### config.mk
export PLATFORM = sky130hd
export DESIGN_NAME = mdl_timer25k_seq
export DESIGN_NICKNAME = d
export VERILOG_FILES = /design/src/rtl/mdl_timer25k_seq.sv
export SDC_FILE = /design/constraint.sdc
export NUM_CORES = 1
export LEC_CHECK = 0
export BUFFER_PORTS_ARGS = -buffer_cell sky130_fd_sc_hd__buf_2
export CORE_MARGIN = 2
export CORE_UTILIZATION = 54
export CTS_CLUSTER_DIAMETER = 80
export DETAILED_ROUTE_END_ITERATION = 16
export HOLD_SLACK_MARGIN = 0.05
export PLACE_DENSITY = 0.78
export SETUP_SLACK_MARGIN = 0.05
export SLEW_MARGIN = 20
export SYNTH_ARGS = -nofsm -noshare
export SYNTH_HDL_FRONTEND = slang
export SYNTH_SLANG_ARGS = --single-unit
export TNS_END_PERCENT = 1
### constraint.sdc
create_clock -name i_MCLK -period 1.9 [get_ports i_MCLK]
set_input_delay 0.095 -clock i_MCLK [delete_from_list [all_inputs] [get_ports i_MCLK]]
set_output_delay 0.095 -clock i_MCLK [all_outputs]
set_load 0.005 [all_outputs]
### src/rtl/mdl_timer25k_seq.sv
// Phase rotator and IDLE/ARM/RUN/SNAP/CLEAR sequencer that drives the 2556-count cycle timer.
// Every output is a register, and state changes only on cycles where i_CLK2M_PCEN_n is low.
module mdl_timer25k_seq #(
  parameter int TIMEOVER_PHASE = 13,
  parameter int LATCH_PHASE    = 0,
  parameter int CLEAR_FRAMES   = 1,
  parameter int EXP_CNT_W      = 8
) (
  input  logic                 i_MCLK,
  input  logic                 i_RST,
  input  logic                 i_CLK2M_PCEN_n,
  input  logic                 i_TIMER_START,
  input  logic                 i_TIMER_ABORT,
  input  logic                 i_TIMER25K_TIMEOVER_n,
  output logic [19:0]          o_ROT20_n,
  output logic                 o_TIMER25K_CNT,
  output logic                 o_TIMER25K_OUTLATCH_LD_n,
  output logic                 o_BUSY,
  output logic                 o_DONE,
  output logic                 o_ABORTED,
  output logic [EXP_CNT_W-1:0] o_EXPIRE_CNT
);

  typedef enum logic [2:0] {IDLE, ARM, RUN, SNAP, CLEAR} state_t;

  localparam int PRE_LATCH = (LATCH_PHASE + 19) % 20;

  state_t               state_q, state_d;
  logic [19:0]          rot_q, rot_d;
  logic                 cnt_q, cnt_d;
  logic                 ldN_q, ldN_d;
  logic                 busy_q, busy_d;
  logic                 done_q, done_d;
  logic                 aborted_q, aborted_d;
  logic                 reasonAbort_q, reasonAbort_d;
  logic                 crossed_q, crossed_d;
  logic [1:0]           frameCnt_q, frameCnt_d;
  logic [EXP_CNT_W-1:0] expireCnt_q, expireCnt_d;

  logic tickEn, atBoundary, timeoverHit, nextIsLatch, lastClear, finishOp;

  assign tickEn      = ~i_CLK2M_PCEN_n;
  assign atBoundary  = ~rot_q[19];
  assign timeoverHit = ~rot_q[TIMEOVER_PHASE] & ~i_TIMER25K_TIMEOVER_n;
  assign nextIsLatch = ~rot_q[PRE_LATCH];
  assign lastClear   = (frameCnt_q == 2'(CLEAR_FRAMES - 1));

  // Next-state logic. The pulses and the LD strobe default to inactive on every enabled tick.
  // crossed_q marks that SNAP has passed its first frame boundary, where CNT drops to 0.
  always_comb begin
    state_d       = state_q;
    rot_d         = rot_q;
    cnt_d         = cnt_q;
    ldN_d         = ldN_q;
    done_d        = done_q;
    aborted_d     = aborted_q;
    reasonAbort_d = reasonAbort_q;
    crossed_d     = crossed_q;
    frameCnt_d    = frameCnt_q;
    expireCnt_d   = expireCnt_q;
    finishOp      = 1'b0;
    if (tickEn) begin
      rot_d     = {rot_q[18:0], rot_q[19]};
      done_d    = 1'b0;
      aborted_d = 1'b0;
      ldN_d     = 1'b1;
      case (state_q)
        IDLE: begin
          if (i_TIMER_START && !i_TIMER_ABORT) state_d = ARM;
        end
        ARM: begin
          if (i_TIMER_ABORT) begin
            state_d   = IDLE;
            aborted_d = 1'b1;
          end else if (atBoundary) begin
            state_d = RUN;
            cnt_d   = 1'b1;
          end
        end
        RUN: begin
          if (timeoverHit || i_TIMER_ABORT) begin
            state_d       = SNAP;
            reasonAbort_d = ~timeoverHit;
            crossed_d     = 1'b0;
          end
        end
        SNAP: begin
          if (atBoundary && !crossed_q) begin
            crossed_d  = 1'b1;
            cnt_d      = 1'b0;
            frameCnt_d = '0;
          end else if (atBoundary) begin
            frameCnt_d = frameCnt_q + 2'd1;
          end
          if (!ldN_q) begin
            if (atBoundary && crossed_q && lastClear) finishOp = 1'b1;
            else state_d = CLEAR;
          end else if ((crossed_q || atBoundary) && nextIsLatch) begin
            ldN_d = 1'b0;
          end
        end
        CLEAR: begin
          if (atBoundary) begin
            if (lastClear) finishOp = 1'b1;
            else frameCnt_d = frameCnt_q + 2'd1;
          end
        end
        default: state_d = IDLE;
      endcase
      if (finishOp) begin
        state_d = IDLE;
        if (reasonAbort_q) begin
          aborted_d = 1'b1;
        end else begin
          done_d = 1'b1;
          if (expireCnt_q != '1) expireCnt_d = expireCnt_q + 1'b1;
        end
      end
    end
    busy_d = (state_d != IDLE);
  end

  // State register. Reset parks the rotator at phase 0.
  always_ff @(posedge i_MCLK or posedge i_RST) begin
    if (i_RST) begin
      state_q       <= IDLE;
      rot_q         <= 20'hFFFFE;
      cnt_q         <= 1'b0;
      ldN_q         <= 1'b1;
      busy_q        <= 1'b0;
      done_q        <= 1'b0;
      aborted_q     <= 1'b0;
      reasonAbort_q <= 1'b0;
      crossed_q     <= 1'b0;
      frameCnt_q    <= '0;
      expireCnt_q   <= '0;
    end else begin
      state_q       <= state_d;
      rot_q         <= rot_d;
      cnt_q         <= cnt_d;
      ldN_q         <= ldN_d;
      busy_q        <= busy_d;
      done_q        <= done_d;
      aborted_q     <= aborted_d;
      reasonAbort_q <= reasonAbort_d;
      crossed_q     <= crossed_d;
      frameCnt_q    <= frameCnt_d;
      expireCnt_q   <= expireCnt_d;
    end
  end

  assign o_ROT20_n                = rot_q;
  assign o_TIMER25K_CNT           = cnt_q;
  assign o_TIMER25K_OUTLATCH_LD_n = ldN_q;
  assign o_BUSY                   = busy_q;
  assign o_DONE                   = done_q;
  assign o_ABORTED                = aborted_q;
  assign o_EXPIRE_CNT             = expireCnt_q;

endmodule

[After elaboration in Yosys (flattened, before gate mapping)]
Cells that the tools add are included.
Cells by class
  bitwise logic cells: 7
  eq/ne operators: 12
  reductions and logical operators: 20
  mux-type cells: 36
  $add $sub $neg: 2
Operators by type and width (number)
  $mux W3: 8
  $mux W1: 19
  $pmux W3 S5: 1
  $ne A2 B2 Y1 const B: 6
  $reduce_and A5 Y1: 2
  $add A8 B1 Y8 const B: 1
  $mux W2: 4
  $ne A8 B8 Y1 const B: 1
  $reduce_and A4 Y1: 2
  $eq A3 B2 Y1 const B: 2
  $not A1 Y1: 6
  $pmux W1 S2: 3
  $reduce_bool A2 Y1: 3
  $logic_and A1 B1 Y1: 5
  $pmux W2 S2: 1
  $eq A3 B1 Y1 const B: 1
  $eq A3 B3 Y1 const B: 1
  $logic_not A3 Y1: 1
  $ne A3 B3 Y1 const B: 1
  $reduce_and A3 Y1: 1
  $reduce_bool A3 Y1: 1
  $add A2 B1 Y2 const B: 1
  $logic_not A1 Y1: 2
  $logic_not A2 Y1: 1
  2 further kinds: 3
Word-level totals
  bits in registers: 40
  logic and storage cells: 88
  output and inout bits: 33
  input port bits: 6

[Logic depth before layout (Yosys ltp)]
Gate-level depths: netlist of the first run.
  depth after elaboration: 10
  depth in mapped cells: 7
  gate-level depth less buffers: 6

[Worst setup path before layout of the first run]
No wires, ideal clock.
  path type: register to register
  from: register state_q[1]
  to: register expireCnt_q[7], in the netlist o_EXPIRE_CNT[7]
  slack: 0.212 ns
  data arrival time: 1.560 ns
  buffers on the path: 1
  clock period less this slack: 1.688 ns
  stages on the path, launching flop included: 6
  setup time: 0.128 ns
  data required time: 1.772 ns
  cell sequence: dfrtp_1 > buf_4 > nor3b_2 > a41oi_4 > nor4_2 > mux2_1
On the way
  cells in the longest elaborated chain, start to end: 4
  elaborated cells between the ends (all ways): 5
  classes of those cells: eq/ne (2); mux (2); reduce/logical (1)
RTL lines
  start: declaration: RTL line 28  | state_t state_q, state_d;
  start signal: assignment: RTL line 138  | state_q <= state_d;
  $eq A3 B3 Y1 / $eq A3 B2 Y1 (equally long branches): RTL line 67  | case (state_q)
  $pmux W1 S2 (*): RTL line 67
  $mux W1 (*): RTL line 62  | if (tickEn) begin
  $reduce_and A4 Y1 (no source line) (*)
  end signal: assignment: RTL line 148  | expireCnt_q <= expireCnt_d;
  end: declaration: RTL line 38  | logic [EXP_CNT_W-1:0] expireCnt_q, expireCnt_d;
Every way passes the cells marked *; elsewhere a longest branch is shown, timed or not. The select of a mux whose other input is x is not followed.
A chain may end at the register's enable or synchronous reset.

[Worst setup path in the final report of the first run]
  from: register frameCnt_q[0]
  to: register busy_q, in the netlist o_BUSY
On the way
  cells in the longest elaborated chain, start to end: 9
  elaborated cells between the ends (all ways): 14
  classes of those cells: mux (11); reduce/logical (3)
RTL lines
  start: declaration: RTL line 37  | logic [1:0] frameCnt_q, frameCnt_d;
  start signal: assignment: RTL line 147  | frameCnt_q <= frameCnt_d;
  $logic_not A2 Y1 (*): RTL line 46  | assign lastClear = (frameCnt_q == 2'(CLEAR_FRAMES - 1));
  $logic_and A1 B1 Y1: RTL line 96  | if (atBoundary && crossed_q && lastClear) finishOp = 1'b1;
  $mux W1: RTL line 96
  $mux W1: RTL line 95  | if (!ldN_q) begin
  $pmux W1 S2: RTL line 67
  $mux W1: RTL line 62
  $mux W3 (*): RTL line 110  | if (finishOp) begin
  $mux W3 (*): RTL line 62
  $reduce_bool A3 Y1 (*): RTL line 120  | busy_d = (state_d != IDLE);
  via busy_d: RTL line 32  | logic busy_q, busy_d;
  end signal: assignment: RTL line 142  | busy_q <= busy_d;
  end: declaration: RTL line 32
The timed path passes the listed nets; every way through them passes the cells marked *. The select of a mux whose other input is x is not followed.

==> metrics.txt, run 1 <==
Yosys reg bits=40; Pwr Density=1060 nW/um^2; hold violation total from the final report=0; RD Place Congestion=0.851; Total GRT Usage=approximately 22%; Final min period=1.75 ns; later-pin clock latency in the skew report=0.35 ns; final net count=around 210; Main synth FF type=dfstp_2; depth of the CTS H-tree=2; worst slack at placement=0.0959 ns; # Post-CTS Setup Buffers=0; Core ar.=3420 um^2; Crit Path Class=flop to flop; Top Ports=39; R2R Setup Slk=0.15 ns; most frequent cells in the layout=buf_2 (38), mux2_2 (23), dfrtp_1 (20), dfstp_2 (20), nand2_1 (10); CTS root buf=clkbuf_4; HP Class=input pin to flop; total grt overflow=0; Crit. End Element=flop; worst path arrival time=2.03 ns; LEAKAGE=1.12 nW; Initial DRC Count=145; asr flop ratio synth=100%; setup violators final=0; fin crit share=92.2%; startpoint class of the critical path=flop; worst hold margin=~0.14 ns; vias per cell=about 5.6; Power Total=2.45 mW; Yosys warnings=0; top-area cell type share of the netlist area=26.7%; final worst setup slack=0.149 ns; Clock Pin Slew Worst Setup and Hold Paths=0.11 ns; die area=4140 um^2; final setup TNS=0 ns; drt total wl=3980 um; final core utilization=67.5%; vias in the first global route=1445; Mapped Nets=168; drt first pass iters=4; Die Y=64.4 um; RSZ-0062 raised after global routing=no; outcome=finished clean; synth-to-layout area growth=17.2%; Die X-Extent=64.4 um; crit path max fanout=4; Filler Cells Inserted=about 290; Longest Clk Path Bufs=2; relative slew slack=approximately three fifths; Ant. Diodes=0; crit-path cells=inv_1 > ha_1 > nor2b_2 > or3_1 > a221o_1 > o21ai_1; Syn Inst Count=160; post-route clock skew=0.00939 ns; Vias=1421; Mapped Avg Cell Area=12.3 um^2; ranking of synthesized cells by area=dfstp_2 (27%), dfrtp_1 (25%), mux2_2 (13%); Num CTS Buffers=5; fmax=571 MHz; drt drc=0; Slowest-stage cell, CP=a221o_1; drt wl/cell=15.7 um; post-synthesis cell type count=46; Final Max Slew Viols=0; initial antenna violation count=0; max cap viols=0; PortBufs=38; DP HPWL=about 3000 um; leading cell type in the layout, fill and taps excluded=buf_2; CTS Sinks=40; Cell Rows=21; starting density of the core=a little under three fifths; Post-synth EDFFs=0; Seq/Total Area, Yosys=52.2%; first-pass GRT wire length=~7000 um; Mapped Area=1970 um^2; CP required=2.18 ns; worst vdd ir=646 uV; crit path buf inv count=1; Routed Antenna Nets=0; area leader, netlist=dfstp_2; crit-path max cell delay=0.39 ns; family with the most delay on the worst path=compound AO/OA/AOI/OAI gates; CTS tree=built; fraction of layout cells with a size suffix above 1=52.7%; worst-margin pin slew=0.580 ns; pin count of the biggest net entering global routing=28
==> area by class of cell <==
class                           count  area (um^2)  share of cell area, %
Clock buffer                        8         58.8                   2.55
Inverter                            7         26.3                   1.14
Multi-Input combinational cell    103          846                   36.7
Sequential cell                    40         1030                   44.5
Tap cell                           46         57.6                   2.50
Timing Repair Buffer               49          290                   12.6
==> report_power, final <==
part	internal [mW]	switching (mW)	total (mW)
Combinational	0.393	0.434	0.827
Sequential	1.04	0.141	1.18
Clock	0.183	0.258	0.440
==> final timing paths <==
| path | depth (start not counted) | from | to |
|---|---|---|---|
| setup / recovery | 6 | frameCnt_q[0] | o_BUSY |
| hold / removal | 4 | i_CLK2M_PCEN_n | o_DONE |
| setup reg to reg | 6 | frameCnt_q[0] | o_BUSY |
| hold reg to reg | 1 | o_EXPIRE_CNT[5] | o_EXPIRE_CNT[5] |
| max in group asynchronous | 4 | i_RST | o_ROT20_n[13] |
| min in group asynchronous | 3 | i_RST | o_EXPIRE_CNT[7] |
==> state kept, by name (all words and copies together), names as in the netlist <==
signal                    count
o_ROT20_n                    20
o_TIMER25K_CNT                1
o_TIMER25K_OUTLATCH_LD_n      1
o_BUSY                        1
o_EXPIRE_CNT                  8
state_q                       3
o_ABORTED                     1
frameCnt_q                    2
o_DONE                        1
crossed_q                     1
reasonAbort_q                 1
==> logic make-up (layout without fill, tap and decap cells) <==
kind of cell / Yosys count / in the layout / synth area share [%]
AOI/OAI and AO/OA: 28 / 28 / 10.9
xor gates and xnor gates: 6 / 6 / 2.67
adders and majority gates: 2 / 2 / 1.27
buffers and inverters: 17 / 64 / 4.96
DFF: 40 / 40 / 52.2
muxes: 25 / 25 / 14.2
and+or+nand+nor: 42 / 42 / 13.7
==> synth_stat cells, drive strengths merged, types with 2 or more instances <==
library cell  number
mux2              24
dfrtp             20
dfstp             20
nand2             10
o21ai             10
inv                7
xor2               6
buf                5
clkbuf             5
nand3              5
nor2               5
nor3               4
a21oi              3
nor3b              3
nor4               3
a22o               2
a31oi              2
ha                 2
nand3b             2
nor2b              2
nor4b              2
==> tightest hold or removal path, stage by stage <==
cell and delay (ns):
buf_2 0.11, nor2_1 0.06, nand2_1 0.09, o21ai_0 0.09
==> metrics by stage <==
| step | instances | cell area, um^2 |
|---|---|---|
| 2_1_floorplan | 160 | 1970 |
| 3_3_place_gp | 243 | 2220 |
| 3_5_place_dp | 243 | 2220 |
| 4_1_cts | 253 | 2300 |
| 5_1_grt | 253 | 2300 |
| 6_report | 253 | 2300 |
==> per-layer routing <==
metal | GRT usage, % | routed length (um)
met4 | 7.71 | 30
met3 | 6.51 | 257
met2 | 36.3 | 1980
met1 | 28.3 | 1720
met5 | 0 | 0
==> repair_timing <==
| action | CTS | global route |
|---|---|---|
| resized for setup | 0 | 1 |
| setup endpoints to repair | 0 | 4 |
| endpoints found under the hold margin | 14 | 0 |
| hold buffers | 2 | 0 |
(Power assumes the default switching activity.)
==> run 2: changes to the inputs <==
--- a/config.mk
+++ b/config.mk
@@ -7,11 +7,10 @@
 export LEC_CHECK = 0
 export BUFFER_PORTS_ARGS = -buffer_cell sky130_fd_sc_hd__buf_2
 export CORE_MARGIN = 2
-export CORE_UTILIZATION = 54
+export CORE_UTILIZATION = 40
 export CTS_CLUSTER_DIAMETER = 80
 export DETAILED_ROUTE_END_ITERATION = 16
 export HOLD_SLACK_MARGIN = 0.05
-export PLACE_DENSITY = 0.78
 export SETUP_SLACK_MARGIN = 0.05
 export SLEW_MARGIN = 20
 export SYNTH_ARGS = -nofsm -noshare
==> metrics.txt, run 2 (synthesis results as in run 1) <==
max cap viols=0; Vias=1391; fin crit share=about 92%; most frequent cells in the layout=buf_2 (38), mux2_2 (23), dfrtp_1 (20), dfstp_2 (20), nand2_1 (10); worst-margin pin slew=roughly 0.5 ns; RSZ-0062 raised after global routing=no; Die Y=roughly 74 um; Die X-Extent=74.1 um; Final min period=between 1.5 and 2 ns; startpoint class of the critical path=flop; worst path arrival time=1.92 ns; CP required=around 2.1 ns; drt first pass iters=4; Top Ports=39; # Post-CTS Setup Buffers=0; drt total wl=3910 um; outcome=finished clean; setup violators final=0; hold violation total from the final report=0; Longest Clk Path Bufs=2; drt wl/cell=roughly 14 um; first-pass GRT wire length=6620 um; fmax=571 MHz; R2R Setup Slk=0.15 ns; leading cell type in the layout, fill and taps excluded=buf_2; CTS tree=built; critical path endpoint=o_EXPIRE_CNT[7]; LEAKAGE=1.13 nW; Post-DP Area=2240 um^2; worst slack at placement=0.0782 ns; Core ar.=4720 um^2; R2R depth=4; RD Place Congestion=0.910; PortBufs=38; design area=2340 um^2; final net count=212; max FFs per register=20; later-pin clock latency in the skew report=approximately 0.29 ns; post-route clock skew=0.00555 ns; Crit Path Class=flop to flop; Crit. End Element=flop; vias in the first global route=1411; final core utilization=49.6%; Routed Antenna Nets=0; initial antenna violation count=0; Pwr Density=roughly 1100 nW/um^2; Filler Cells Inserted=448; final setup TNS=0 ns; synth-to-layout area growth=19.1%; CTS Sinks=40; DP HPWL=2800 um; CP startpoint=state_q[0]; starting density of the core=a little over two fifths; total grt overflow=0; worst hold margin=0.109 ns; drt drc=0; Initial DRC Count=128; worst vdd ir=613 uV; Sequential Area=slightly above 1000 um^2; Ant. Diodes=0; fraction of layout cells with a size suffix above 1=54.1%; CTS root buf=clkbuf_8; Total GRT Usage=roughly 16%; pin count of the biggest net entering global routing=41; Num CTS Buffers=5; relative slew slack=66.8%; final worst setup slack=0.147 ns; worst r2r src=state_q[0]; Reg-to-Reg End=o_EXPIRE_CNT[7]; vias per cell=approximately 5.1; Clock Pin Slew Worst Setup and Hold Paths=0.08 ns; crit path max fanout=9; depth of the CTS H-tree=2; die area=5490 um^2; Final Max Slew Viols=0; Cell Rows=25; HP Class=input pin to flop; multi-input combinational cell area=around 860 um^2
[run 2: report_power, final]
group	switching, mW	total [mW]	leakage, nW	internal [mW]
clock network	0.295	0.557	0.0457	0.262
logic	0.425	0.811	0.613	0.386
registers	0.125	1.17	0.470	1.04
[run 2: per-stage QoR]
step	total power [mW]	instances
floorplan	1.78	160
global placement	1.94	264
detailed placement	1.98	264
CTS	2.55	273
global route	2.71	272
finish	2.54	272
[run 2: worst max-delay path: stages, from the launching register on]
cell	delay [ns]
dfrtp_1	0.39
nor2b_4	0.31
a41oi_4	0.25
nor4_2	0.33
mux2_1	0.34
[run 2: worst min path at each step]
| stage | cells after the start | end | slack (ns) | start |
|---|---|---|---|---|
| after global placement | 3 | o_ABORTED | 0.23 | i_RST |
| after floorplan | 2 | reasonAbort_q | 0.28 | i_TIMER25K_TIMEOVER_n |
| after CTS | 3 | reasonAbort_q | 0.10 | i_TIMER25K_TIMEOVER_n |
| after global routing | 3 | reasonAbort_q | 0.1 | i_TIMER25K_TIMEOVER_n |
| final | 3 | reasonAbort_q | 0.11 | i_TIMER25K_TIMEOVER_n |
| after detailed placement | 3 | o_EXPIRE_CNT[4] | 0.26 | i_RST |
[run 2: area by class of cell]
type                    instances  share of cell area, %
flip-flops and latches         40                   43.8
multi-input cells             103                   36.6
repair buffers                 47                   11.1
well taps                      67                   3.58
clock buffers                   6                   3.10
inverters                       7                   1.12
clock inverters                 2                  0.641
[run 2: routing by layer]
metal	track usage, %	up-vias	routed length [um]
met4	6.46	0	42
met3	5.01	4	232
met2	24.8	34	1920
met5	0	-	0
met1	20.4	693	1720
li1	-	660	-
[run 2: what timing repair did]
action / in CTS / in global routing
hold endpoints to repair: 20 / 0
gates resized for setup: 0 / 4
hold buffers: 1 / 0
endpoints found under the setup margin: 0 / 9
